### src/rtl/fetch_unit_if.sv
// Fetch-stage bundle: execute redirect/BTB update, imem request/response, decode handshake.
// master = fetch_unit side, slave = environment (execute, memory, decode).
interface fetch_unit_if #(
  parameter int PC_W    = 48,
  parameter int INSTR_W = 32
);
  logic               redirect;
  logic [PC_W-1:0]    redirect_pc;
  logic               upd_valid;
  logic [PC_W-1:0]    upd_pc;
  logic [PC_W-1:0]    upd_target;
  logic               upd_taken;
  logic               imem_req_valid;
  logic               imem_req_ready;
  logic [PC_W-1:0]    imem_req_addr;
  logic               imem_rsp_valid;
  logic [INSTR_W-1:0] imem_rsp_data;
  logic               out_valid;
  logic               out_ready;
  logic [PC_W-1:0]    out_pc;
  logic [INSTR_W-1:0] out_instr;
  logic               out_pred_taken;

  modport master (
    input  redirect, redirect_pc, upd_valid, upd_pc, upd_target, upd_taken,
           imem_req_ready, imem_rsp_valid, imem_rsp_data, out_ready,
    output imem_req_valid, imem_req_addr, out_valid, out_pc, out_instr, out_pred_taken
  );
  modport slave (
    output redirect, redirect_pc, upd_valid, upd_pc, upd_target, upd_taken,
           imem_req_ready, imem_rsp_valid, imem_rsp_data, out_ready,
    input  imem_req_valid, imem_req_addr, out_valid, out_pc, out_instr, out_pred_taken
  );
endinterface

### src/rtl/fetch_unit.sv
// Instruction fetch stage: fetch PC, direct-mapped BTB next-PC prediction,
// pipelined in-order imem requests into a fetch queue feeding decode.
module fetch_unit #(
  parameter int              PC_W        = 48,
  parameter int              INSTR_W     = 32,
  parameter int              FQ_DEPTH    = 4,
  parameter int              BTB_ENTRIES = 16,
  parameter logic [PC_W-1:0] RESET_PC    = '0
) (
  input logic         clk,
  input logic         n_reset,
  fetch_unit_if.master bus
);
  localparam int IDX_W = $clog2(BTB_ENTRIES);
  localparam int TAG_W = PC_W - IDX_W - 2;
  localparam int PTR_W = $clog2(FQ_DEPTH);
  localparam int CNT_W = PTR_W + 1;

  typedef struct packed {
    logic [PC_W-1:0]    pc;
    logic [INSTR_W-1:0] instr;
    logic               pred;
    logic               filled;
  } fq_ent_t;

  typedef struct packed {
    logic             vld;
    logic [TAG_W-1:0] tag;
    logic [PC_W-1:0]  tgt;
  } btb_ent_t;

  logic [PC_W-1:0]               pc;
  logic                          run;
  fq_ent_t  [FQ_DEPTH-1:0]       fq;
  btb_ent_t [BTB_ENTRIES-1:0]    btb;
  logic [PTR_W-1:0]              head, tail, fill;
  logic [CNT_W-1:0]              count, in_flight, drop_cnt;

  logic [IDX_W-1:0] idx, upd_idx;
  logic [TAG_W-1:0] tag, upd_tag;
  logic             hit, req_valid, fire, out_valid, pop;
  logic             unused_upd_lsb;

  assign idx     = pc[IDX_W+1:2];
  assign tag     = pc[PC_W-1:IDX_W+2];
  assign upd_idx = bus.upd_pc[IDX_W+1:2];
  assign upd_tag = bus.upd_pc[PC_W-1:IDX_W+2];
  assign unused_upd_lsb = ^bus.upd_pc[1:0];

  // run holds requests off while in reset and for the first edge after release
  always_comb begin
    hit       = btb[idx].vld && (btb[idx].tag == tag);
    req_valid = run && !bus.redirect && (count != CNT_W'(FQ_DEPTH)) &&
                (in_flight != CNT_W'(FQ_DEPTH));
    fire      = req_valid && bus.imem_req_ready;
    out_valid = fq[head].filled && !bus.redirect;
    pop       = out_valid && bus.out_ready;
  end

  assign bus.imem_req_valid = req_valid;
  assign bus.imem_req_addr  = pc;
  assign bus.out_valid      = out_valid;
  assign bus.out_pc         = fq[head].pc;
  assign bus.out_instr      = fq[head].instr;
  assign bus.out_pred_taken = fq[head].pred;

  always_ff @(posedge clk or negedge n_reset) begin
    if (!n_reset) begin
      pc        <= RESET_PC;
      run       <= 1'b0;
      fq        <= '0;
      head      <= '0;
      tail      <= '0;
      fill      <= '0;
      count     <= '0;
      in_flight <= '0;
      drop_cnt  <= '0;
    end else begin
      run       <= 1'b1;
      in_flight <= in_flight + CNT_W'(fire) - CNT_W'(bus.imem_rsp_valid);
      if (bus.redirect) begin
        // everything still in flight is stale; a response this cycle is one of them
        pc       <= bus.redirect_pc;
        head     <= '0;
        tail     <= '0;
        fill     <= '0;
        count    <= '0;
        drop_cnt <= in_flight - CNT_W'(bus.imem_rsp_valid);
        for (int i = 0; i < FQ_DEPTH; i++) fq[i].filled <= 1'b0;
      end else begin
        if (fire) begin
          pc       <= hit ? btb[idx].tgt : pc + PC_W'(4);
          fq[tail] <= '{pc: pc, instr: '0, pred: hit, filled: 1'b0};
          tail     <= tail + 1'b1;
        end
        if (bus.imem_rsp_valid) begin
          if (drop_cnt != '0) begin
            drop_cnt <= drop_cnt - 1'b1;
          end else begin
            fq[fill].instr  <= bus.imem_rsp_data;
            fq[fill].filled <= 1'b1;
            fill            <= fill + 1'b1;
          end
        end
        if (pop) begin
          fq[head].filled <= 1'b0;
          head            <= head + 1'b1;
        end
        count <= count + CNT_W'(fire) - CNT_W'(pop);
      end
    end
  end

  // same-cycle lookups see the old entry; writes land at the edge
  always_ff @(posedge clk or negedge n_reset) begin
    if (!n_reset) begin
      btb <= '0;
    end else if (bus.upd_valid) begin
      if (bus.upd_taken)
        btb[upd_idx] <= '{vld: 1'b1, tag: upd_tag, tgt: bus.upd_target};
      else if (btb[upd_idx].tag == upd_tag)
        btb[upd_idx].vld <= 1'b0;
    end
  end
endmodule
### src/flat_wrapper.sv
// flat-port wrapper written by rule: the top's interface ports become plain ports
module fetch_unit_flat 
#(
  parameter int              PC_W        = 48,
  parameter int              INSTR_W     = 32,
  parameter int              FQ_DEPTH    = 4,
  parameter int              BTB_ENTRIES = 16,
  parameter logic [PC_W-1:0] RESET_PC    = '0
)
  (clk, n_reset, bus_redirect, bus_redirect_pc, bus_upd_valid, bus_upd_pc, bus_upd_target, bus_upd_taken, bus_imem_req_ready, bus_imem_rsp_valid, bus_imem_rsp_data, bus_out_ready, bus_imem_req_valid, bus_imem_req_addr, bus_out_valid, bus_out_pc, bus_out_instr, bus_out_pred_taken);
  fetch_unit_if #(.PC_W(PC_W), .INSTR_W(INSTR_W)) bus_i ();
  input logic clk;
  input logic n_reset;
  input wire logic [$bits(bus_i.redirect)-1:0] bus_redirect;
  input wire logic [$bits(bus_i.redirect_pc)-1:0] bus_redirect_pc;
  input wire logic [$bits(bus_i.upd_valid)-1:0] bus_upd_valid;
  input wire logic [$bits(bus_i.upd_pc)-1:0] bus_upd_pc;
  input wire logic [$bits(bus_i.upd_target)-1:0] bus_upd_target;
  input wire logic [$bits(bus_i.upd_taken)-1:0] bus_upd_taken;
  input wire logic [$bits(bus_i.imem_req_ready)-1:0] bus_imem_req_ready;
  input wire logic [$bits(bus_i.imem_rsp_valid)-1:0] bus_imem_rsp_valid;
  input wire logic [$bits(bus_i.imem_rsp_data)-1:0] bus_imem_rsp_data;
  input wire logic [$bits(bus_i.out_ready)-1:0] bus_out_ready;
  output wire logic [$bits(bus_i.imem_req_valid)-1:0] bus_imem_req_valid;
  output wire logic [$bits(bus_i.imem_req_addr)-1:0] bus_imem_req_addr;
  output wire logic [$bits(bus_i.out_valid)-1:0] bus_out_valid;
  output wire logic [$bits(bus_i.out_pc)-1:0] bus_out_pc;
  output wire logic [$bits(bus_i.out_instr)-1:0] bus_out_instr;
  output wire logic [$bits(bus_i.out_pred_taken)-1:0] bus_out_pred_taken;
  assign bus_i.redirect = bus_redirect;
  assign bus_i.redirect_pc = bus_redirect_pc;
  assign bus_i.upd_valid = bus_upd_valid;
  assign bus_i.upd_pc = bus_upd_pc;
  assign bus_i.upd_target = bus_upd_target;
  assign bus_i.upd_taken = bus_upd_taken;
  assign bus_i.imem_req_ready = bus_imem_req_ready;
  assign bus_i.imem_rsp_valid = bus_imem_rsp_valid;
  assign bus_i.imem_rsp_data = bus_imem_rsp_data;
  assign bus_i.out_ready = bus_out_ready;
  assign bus_imem_req_valid = bus_i.imem_req_valid;
  assign bus_imem_req_addr = bus_i.imem_req_addr;
  assign bus_out_valid = bus_i.out_valid;
  assign bus_out_pc = bus_i.out_pc;
  assign bus_out_instr = bus_i.out_instr;
  assign bus_out_pred_taken = bus_i.out_pred_taken;
  fetch_unit #(.PC_W(PC_W), .INSTR_W(INSTR_W), .FQ_DEPTH(FQ_DEPTH), .BTB_ENTRIES(BTB_ENTRIES), .RESET_PC(RESET_PC)) u_core (.clk(clk), .n_reset(n_reset), .bus(bus_i));
endmodule
### config.mk
export PLATFORM = sky130hd
export DESIGN_NAME = fetch_unit_flat
export DESIGN_NICKNAME = d
export VERILOG_FILES = /design/src/rtl/fetch_unit_if.sv /design/src/rtl/fetch_unit.sv /design/src/flat_wrapper.sv
export SDC_FILE = /design/constraint.sdc
export NUM_CORES = 2
export LEC_CHECK = 0
export ABC_AREA = 1
export ABC_CLOCK_PERIOD_IN_PS = 3700
export CAP_MARGIN = 0
export CORE_ASPECT_RATIO = 0.7
export CORE_UTILIZATION = 42
export CTS_BUF_LIST = sky130_fd_sc_hd__clkbuf_4
export CTS_CLUSTER_DIAMETER = 120
export CTS_CLUSTER_SIZE = 16
export DETAILED_ROUTE_END_ITERATION = 10
export DONT_BUFFER_PORTS = 1
export PLACE_DENSITY_LB_ADDON = 0.05
export SYNTH_ARGS = -nofsm -noshare
export SYNTH_HDL_FRONTEND = slang
export SYNTH_SLANG_ARGS = --single-unit
### constraint.sdc
create_clock -name clk -period 3.7 [get_ports clk]
set_clock_uncertainty 0.1 [all_clocks]
set_input_delay 0.555 -clock clk [delete_from_list [all_inputs] [get_ports clk]]
set_output_delay 0.555 -clock clk [all_outputs]
set_load 0.02 [all_outputs]
# Word level (Yosys, flattened, before mapping)
# Index checks and enable logic that the tools add are counted.
dict set report word_totals {
  register_bits 1848
  elab_cells 167
}
dict set report op_classes {
  reduce_logical 21
  n_eq_ne 5
  mux 50
  magnitude_cmp 9
  n_addsub 10
}
# operator count
set ops {}
lappend ops {{1456-bit bitwise mux} 2}
lappend ops {{1456-bit 2-to-1 mux} 2}
lappend ops {{328-bit 2-to-1 mux} 6}
lappend ops {{328-bit bitwise mux} 4}
lappend ops {{91-bit binary-select mux with 4-bit select} 2}
lappend ops {{91-bit demux with 4-bit select} 2}
lappend ops {{82-bit demux with 2-bit select} 4}
lappend ops {{91-bit 2-to-1 mux} 3}
lappend ops {{82-bit binary-select mux with 2-bit select} 1}
lappend ops {{82-bit 2-to-1 mux} 2}
lappend ops {{48-bit 2-to-1 mux} 3}
lappend ops {{90-bit 2-to-1 mux} 1}
lappend ops {{42-bit equality test} 2}
lappend ops {{48-bit by 3-bit adder with 48-bit output (second input constant)} 1}
lappend ops {{34-bit 2-to-1 mux} 1}
lappend ops {{2-bit 2-to-1 mux} 7}
lappend ops {{3-bit 2-to-1 mux} 4}
lappend ops {{1-bit logical AND} 11}
lappend ops {{4-bit by 5-bit less-than comparator with 1-bit output (second input constant)} 2}
lappend ops {{2-bit nonzero test} 5}
lappend ops {{2-bit by 3-bit less-than comparator with 1-bit output (second input constant)} 3}
lappend ops {{3-bit by 1-bit subtractor with 3-bit output} 3}
lappend ops {{2-bit by 1-bit adder with 2-bit output (second input constant)} 3}
lappend ops {{3-bit by 1-bit adder with 3-bit output} 2}
lappend ops {{9 further kinds} 19}

# Logic depth before layout (Yosys ltp)
dict set report logic_depth {
  ltp_word 15
  depth_mapped 25
  ltp_nobuf 22
}

# Worst setup path before layout
# No wires, ideal clock.
dict set report synth_path {
  path_kind {input to register}
  start {in bus_redirect}
  end {reg u_core.fq[249] (netlist bit)}
  setup_slack_ps 805
  setup_ps 138
  t_required_ps 3462
  n_path_buf 3
  arrival_time_ps 2657
  cell_stages 11
  path_cell_list {clkbuf_1 -> inv_1 -> nand3_1 -> a31oi_1 -> nand2_1 -> inv_2 -> buf_2 -> nand2_1 -> a21oi_1 -> clkbuf_1 -> o22ai_1}
}
dict set report synth_via {
  elab_chain_len 14
  word_cells_on_any_way 16
}
# element line_no
set synth_rtl {}
lappend synth_rtl {{start: declaration} flat_wrapper.sv:14} ;# input wire logic [$bits(bus_i.redirect)-1:0] bus_redirect;
lappend synth_rtl {{1-bit zero test *} fetch_unit.sv:53} ;# req_valid = run && !bus.redirect && (count != CNT_W'(FQ_DEPTH)) &&
lappend synth_rtl {{1-bit logical AND * (3 in a row)} fetch_unit.sv:53}
lappend synth_rtl {{named net bus_imem_req_valid} flat_wrapper.sv:24} ;# output wire logic [$bits(bus_i.imem_req_valid)-1:0] bus_imem_req_valid;
lappend synth_rtl {{1-bit logical AND *} fetch_unit.sv:55} ;# fire = req_valid && bus.imem_req_ready;
lappend synth_rtl {{328-bit 2-to-1 mux *} fetch_unit.sv:91} ;# if (fire) begin
lappend synth_rtl {{328-bit 2-to-1 mux *} fetch_unit.sv:81} ;# if (bus.redirect) begin
lappend synth_rtl {{328-bit bitwise mux} fetch_unit.sv:100} ;# fq[fill].instr <= bus.imem_rsp_data;
lappend synth_rtl {{328-bit bitwise mux} fetch_unit.sv:101} ;# fq[fill].filled <= 1'b1;
lappend synth_rtl {{328-bit 2-to-1 mux} fetch_unit.sv:97} ;# if (drop_cnt != '0) begin
lappend synth_rtl {{328-bit 2-to-1 mux *} fetch_unit.sv:96} ;# if (bus.imem_rsp_valid) begin
lappend synth_rtl {{328-bit 2-to-1 mux *} fetch_unit.sv:81}
lappend synth_rtl {{328-bit bitwise mux} fetch_unit.sv:106} ;# fq[head].filled <= 1'b0;
lappend synth_rtl {{328-bit 2-to-1 mux *} fetch_unit.sv:105} ;# if (pop) begin
lappend synth_rtl {{end signal: indexed assignment} fetch_unit.sv:93} ;# fq[tail] <= '{pc: pc, instr: '0, pred: hit, filled: 1'b0};
lappend synth_rtl {{end: declaration} fetch_unit.sv:34} ;# fq_ent_t [FQ_DEPTH-1:0] fq;
# Mark *: on every way through the listed nets, which the timed path passes. The rest lies on a longest branch. The select of a mux whose other input is x is not followed.
# A chain may end at the register's enable or synchronous reset.

# Final worst setup path
dict set report layout_path {
  start {in bus_upd_pc[4]}
  end {reg u_core.btb[909] (netlist bit)}
}
dict set report layout_via {
  elab_chain_len 7
  word_cells_on_any_way 16
}
# element line_no
set layout_rtl {}
lappend layout_rtl {{start: declaration} flat_wrapper.sv:17} ;# input wire logic [$bits(bus_i.upd_pc)-1:0] bus_upd_pc;
lappend layout_rtl {{4-bit by 5-bit less-than comparator with 1-bit output (not written as such) / 4-bit by 1-bit greater-or-equal comparator with 1-bit output (equally long branches)} {fetch_unit.sv:120, fetch_unit.sv:122}}
lappend layout_rtl {{1-bit logical AND (not written as such)} {fetch_unit.sv:120, fetch_unit.sv:122}}
lappend layout_rtl {{91-bit 2-to-1 mux (not written as such)} fetch_unit.sv:122} ;# btb[upd_idx].vld <= 1'b0;
lappend layout_rtl {{91-bit demux with 4-bit select} n/a}
lappend layout_rtl {{1456-bit bitwise mux} fetch_unit.sv:122}
lappend layout_rtl {{1456-bit 2-to-1 mux} fetch_unit.sv:121} ;# else if (btb[upd_idx].tag == upd_tag)
lappend layout_rtl {{1456-bit 2-to-1 mux} fetch_unit.sv:119} ;# if (bus.upd_taken)
lappend layout_rtl {{end signal: indexed assignment} fetch_unit.sv:120} ;# btb[upd_idx] <= '{vld: 1'b1, tag: upd_tag, tgt: bus.upd_target};
lappend layout_rtl {{end: declaration} fetch_unit.sv:35} ;# btb_ent_t [BTB_ENTRIES-1:0] btb;
# Parallel ways exist; a longest one is shown, timed or not. The select of a mux whose other input is x is not followed.

==> qor.txt <==
Htree depth: 4
Number of global-route vias before repair: 79834
CP dominant cell by count: nand2_1
Layout cells sized above 1: 5.40%
CTS tree: built
Syn Nets: 12509
Syn Std Cell Area: 92200 µm²
Pwr Total: 0.0557 W
DRT Pass-1 Iters: 7
Fmax: 277 MHz
Final min period: 3.61 ns
Internal power: 0.0328 W
Mapped Cells: 12302
Power density cells: 553 nW/µm²
Total CTS buffers: 141
Die Width: 562 µm
Commonest cells after routing, fill and taps aside: 3747 x nand2_1, 2374 x o21ai_0, 1843 x dfrtp_1, 1090 x nor2_1, 793 x inv_1
Total Die Area: 221000 µm²
Pre-CTS setup slack: -0.178 ns
Most common cell after layout, fill and taps aside: nand2_1
Primary FF master, synth: dfrtp_1
WP depth: 20
Startpoint types: input port
Sequential Power Share: 48.2%
Worst relative slew slack: 0.738%
Final period util: 97.5%
Peak VDD IR: 0.343 mV
Psw: 0.0229 W
RR Endpoint: u_core.bus.imem_req_addr[2]
Clock slew at reported path FFs: 0.19 ns
Synth cell types: 48
# rows: 143
First-pass GRT wire length: 545 mm
Top Family by Delay on Critical Path: buffers and inverters
Flop-to-flop setup slack: 0.16 ns
GPL Wtd Cong: 0.915
Switching portion of total power: 41.1%
Layout Nets: 12326
Total track usage: 32.7%
Final setup viols: 0
RSZ-0062 raised after global routing: true
Fill cells: 21893
Reg2Reg Launch Point: u_core.bus.imem_req_addr[2]
Seq cells post-synth: 1848
CP endpoint kind: register
Chip height: 394 µm
Final Hold Vio Count: 183
Placed Cells incl. Taps: 14619
Compound-Gate Fraction of Synth Area: 18.1%
Failing checks: hold timing
Antenna violations before repair: 27
Routed vias: 85567
Synth Area in Adders: 0.328%
DRT iter0 DRCs: 10951
Worst min-delay path category: in -> async
R2R cell count: 21
Avg Inst Size Synth: 7.49 µm²
Actual slew at the worst max-slew pin: 1.49 ns
Sink Count: 1848
Critical path type: in -> reg
Seq/Total Area, Yosys: 50.2%
Vias per inst: 5.69
Combinational power share: 36.1%
HPWL Detailed: 218 mm
Layout area overhead: 9.30%
Wirelength per Cell: 24.6 µm
Residual DRC: 0
I/O Pins: 315
Finished Layout Cells: 15046
Post-Synth XOR/XNOR Area: 0.465%
Status: finished with violations
Lkg Pwr: 48.4 nW
Clock share of power: 15.6%
Main combinational cell family by area after synthesis: simple AND/OR/NAND/NOR gates
CP Data Arrival Time: 4.59 ns
Post-Route WL: 370 mm
Maxcap violations: 0
Simple-gate portion of the synthesized area: 23.2%
Max incr delay on CP: 0.62 ns
Fin. max-slew vios: 0
Fraction of registers with async set/reset: 100%
Proportion of synthesized area in mux cells: 0.0122%
Final worst slack: 0.0920 ns
Routed Antenna Nets: 0
Largest net degree at the start of global routing: 243
CP max stage cell: dlygate4sd3_1
Critical Path RT: 4.68 ns
Hold slack: -0.847 ns
EDFF count, synth: 0
Yosys Warn Count: 0
Latest clock arrival within the worst-skew pair: 1.25 ns
Port bufs: 0
Core Area: 218000 µm²
Root Driver: clkbuf_4
Effective utilization at floorplan: 42.4%
Crit-path max FO: 17
Total grt overflow: 0
CP bufs+invs: 6
CTS max path bufs: 4
Critical-path cell list: dlygate4sd3_1, nand2_1, inv_2, buf_12, buf_4, nand2_1, nand2_1, o21ai_0, nand2_1, nand2_1, nor2_1, nand2_1, nor2_1, nand3_1, nand2_2, buf_12, nand3_1, dlygate4sd3_1, nand2_1, nand2_1
## area by class of cell
type	instances	area, µm²	share of cell area, %
antenna	21	52.6	0.0521
clock buffer	145	1090	1.08
clock inverter	4	46.3	0.0459
inverter	814	3130	3.11
multi-input combinational	8689	39300	39.0
sequential	1848	46300	45.9
tap	2900	3630	3.60
timing repair buffer	624	7300	7.24
timing repair inverter	1	8.76	0.00869
## worst max-delay path by stage
stage | from | to | slack (ns)
finish | bus_upd_pc[4] | u_core.btb[909] | 0.09
global route | u_core.bus.imem_req_addr[2] | u_core.bus.imem_req_addr[14] | -0.02
CTS | u_core.head[0] | bus_out_pc[46] | -0.03
detailed placement | n_reset | u_core.btb[736] | -0.18
global placement | n_reset | u_core.btb[827] | -0.17
floorplan | bus_redirect | u_core.fq[249] | 0.81
## synth_stat cells (5+ instances only)
cell,number,area [µm²]
a21oi_1,261,1310
a221oi_1,10,87.6
a22oi_1,23,173
a31oi_1,8,50.1
buf_1,43,161
buf_2,155,776
buf_4,31,233
buf_6,23,259
clkbuf_1,699,2620
clkinv_1,5,18.8
dfrtp_1,1848,46200
ha_1,21,263
inv_1,795,2980
inv_2,14,52.6
nand2_1,3759,14100
nand3_1,498,2490
nand4_1,56,350
nor2_1,1098,4120
nor3_1,27,135
nor4_1,8,50.1
o211ai_1,59,443
o21ai_0,2374,11900
o21ai_1,45,225
o221ai_1,62,543
o22ai_1,292,1830
xor2_1,45,394
## metal layers
layer | up-vias | wire length (µm) | track usage, %
met5 | - | 115 | 0
met4 | 18 | 11200 | 9.37
met3 | 486 | 33000 | 5.97
met1 | 42061 | 167000 | 48.2
met2 | 3584 | 159000 | 48.8
li1 | 39418 | - | -
## state kept, by name, indices dropped and copies added (netlist names)
register	count
u_core.count	3
u_core.run	1
u_core.bus.imem_req_addr	48
u_core.head	2
u_core.in_flight	3
u_core.drop_cnt	3
u_core.tail	2
u_core.fill	2
u_core.fq	328
u_core.btb	1456
## per-stage QoR
stage	setup TNS (ns)	utilization [%]	area [µm²]
finish	0	46.3	101000
global route	-0.0796	46.3	101000
CTS	-0.0541	46.1	100000
detailed placement	-60.96	44.3	96400
global placement	-57.80	44.3	96400
floorplan	0	-	92200
## cells by family (layout without fill, tap and decap cells)
family          Yosys count  count (layout)
simple gates           5466            5466
compound gates         3149            3149
flops                  1848            1848
buf+inv                1765            1588
xor+xnor                 49              49
fa+ha+maj                23              23
other cells               1              22
mux                       1               1
## worst register-to-register path, cell delays in order, from the launching register on
cell and delay, ns:
dfrtp_4 0.60, buf_12 0.16, buf_12 0.17, nand2_1 0.18, nand3_1 0.08, nand2_1 0.08
nand2_1 0.05, nand2_1 0.35, inv_1 0.13, nand3_1 0.21, nand2_1 0.08, nor2_1 0.21
nand2_1 0.08, nor2_1 0.11, nand2_1 0.10, nor2_4 0.15, nand2_2 0.12, buf_4 0.20
nand2_1 0.06, nand3_1 0.07, nand2_1 0.11, nand2_1 0.06
## timing repair
| action | CTS | global route |
|---|---|---|
| hold buffers | 236 | 2 |
| resized for setup | 42 | 44 |
| pin swaps | 0 | 3 |
| setup buffers | 3 | 5 |
| gates cloned | 2 | 8 |
| setup endpoints to repair | 76 | 332 |
| endpoints found under the hold margin | 2460 | 153 |
## power by group through the flow
stage	Combinational, W	Clock, W	Sequential, W
after global placement	0.0188	0	0.0271
after CTS	0.0196	0.00901	0.0268
after floorplan	0.0117	0	0.0267
final	0.0201	0.00872	0.0269
after detailed placement	0.0190	0	0.0272
after global routing	0.0222	0.00970	0.0274
(Power assumes the default switching activity.)
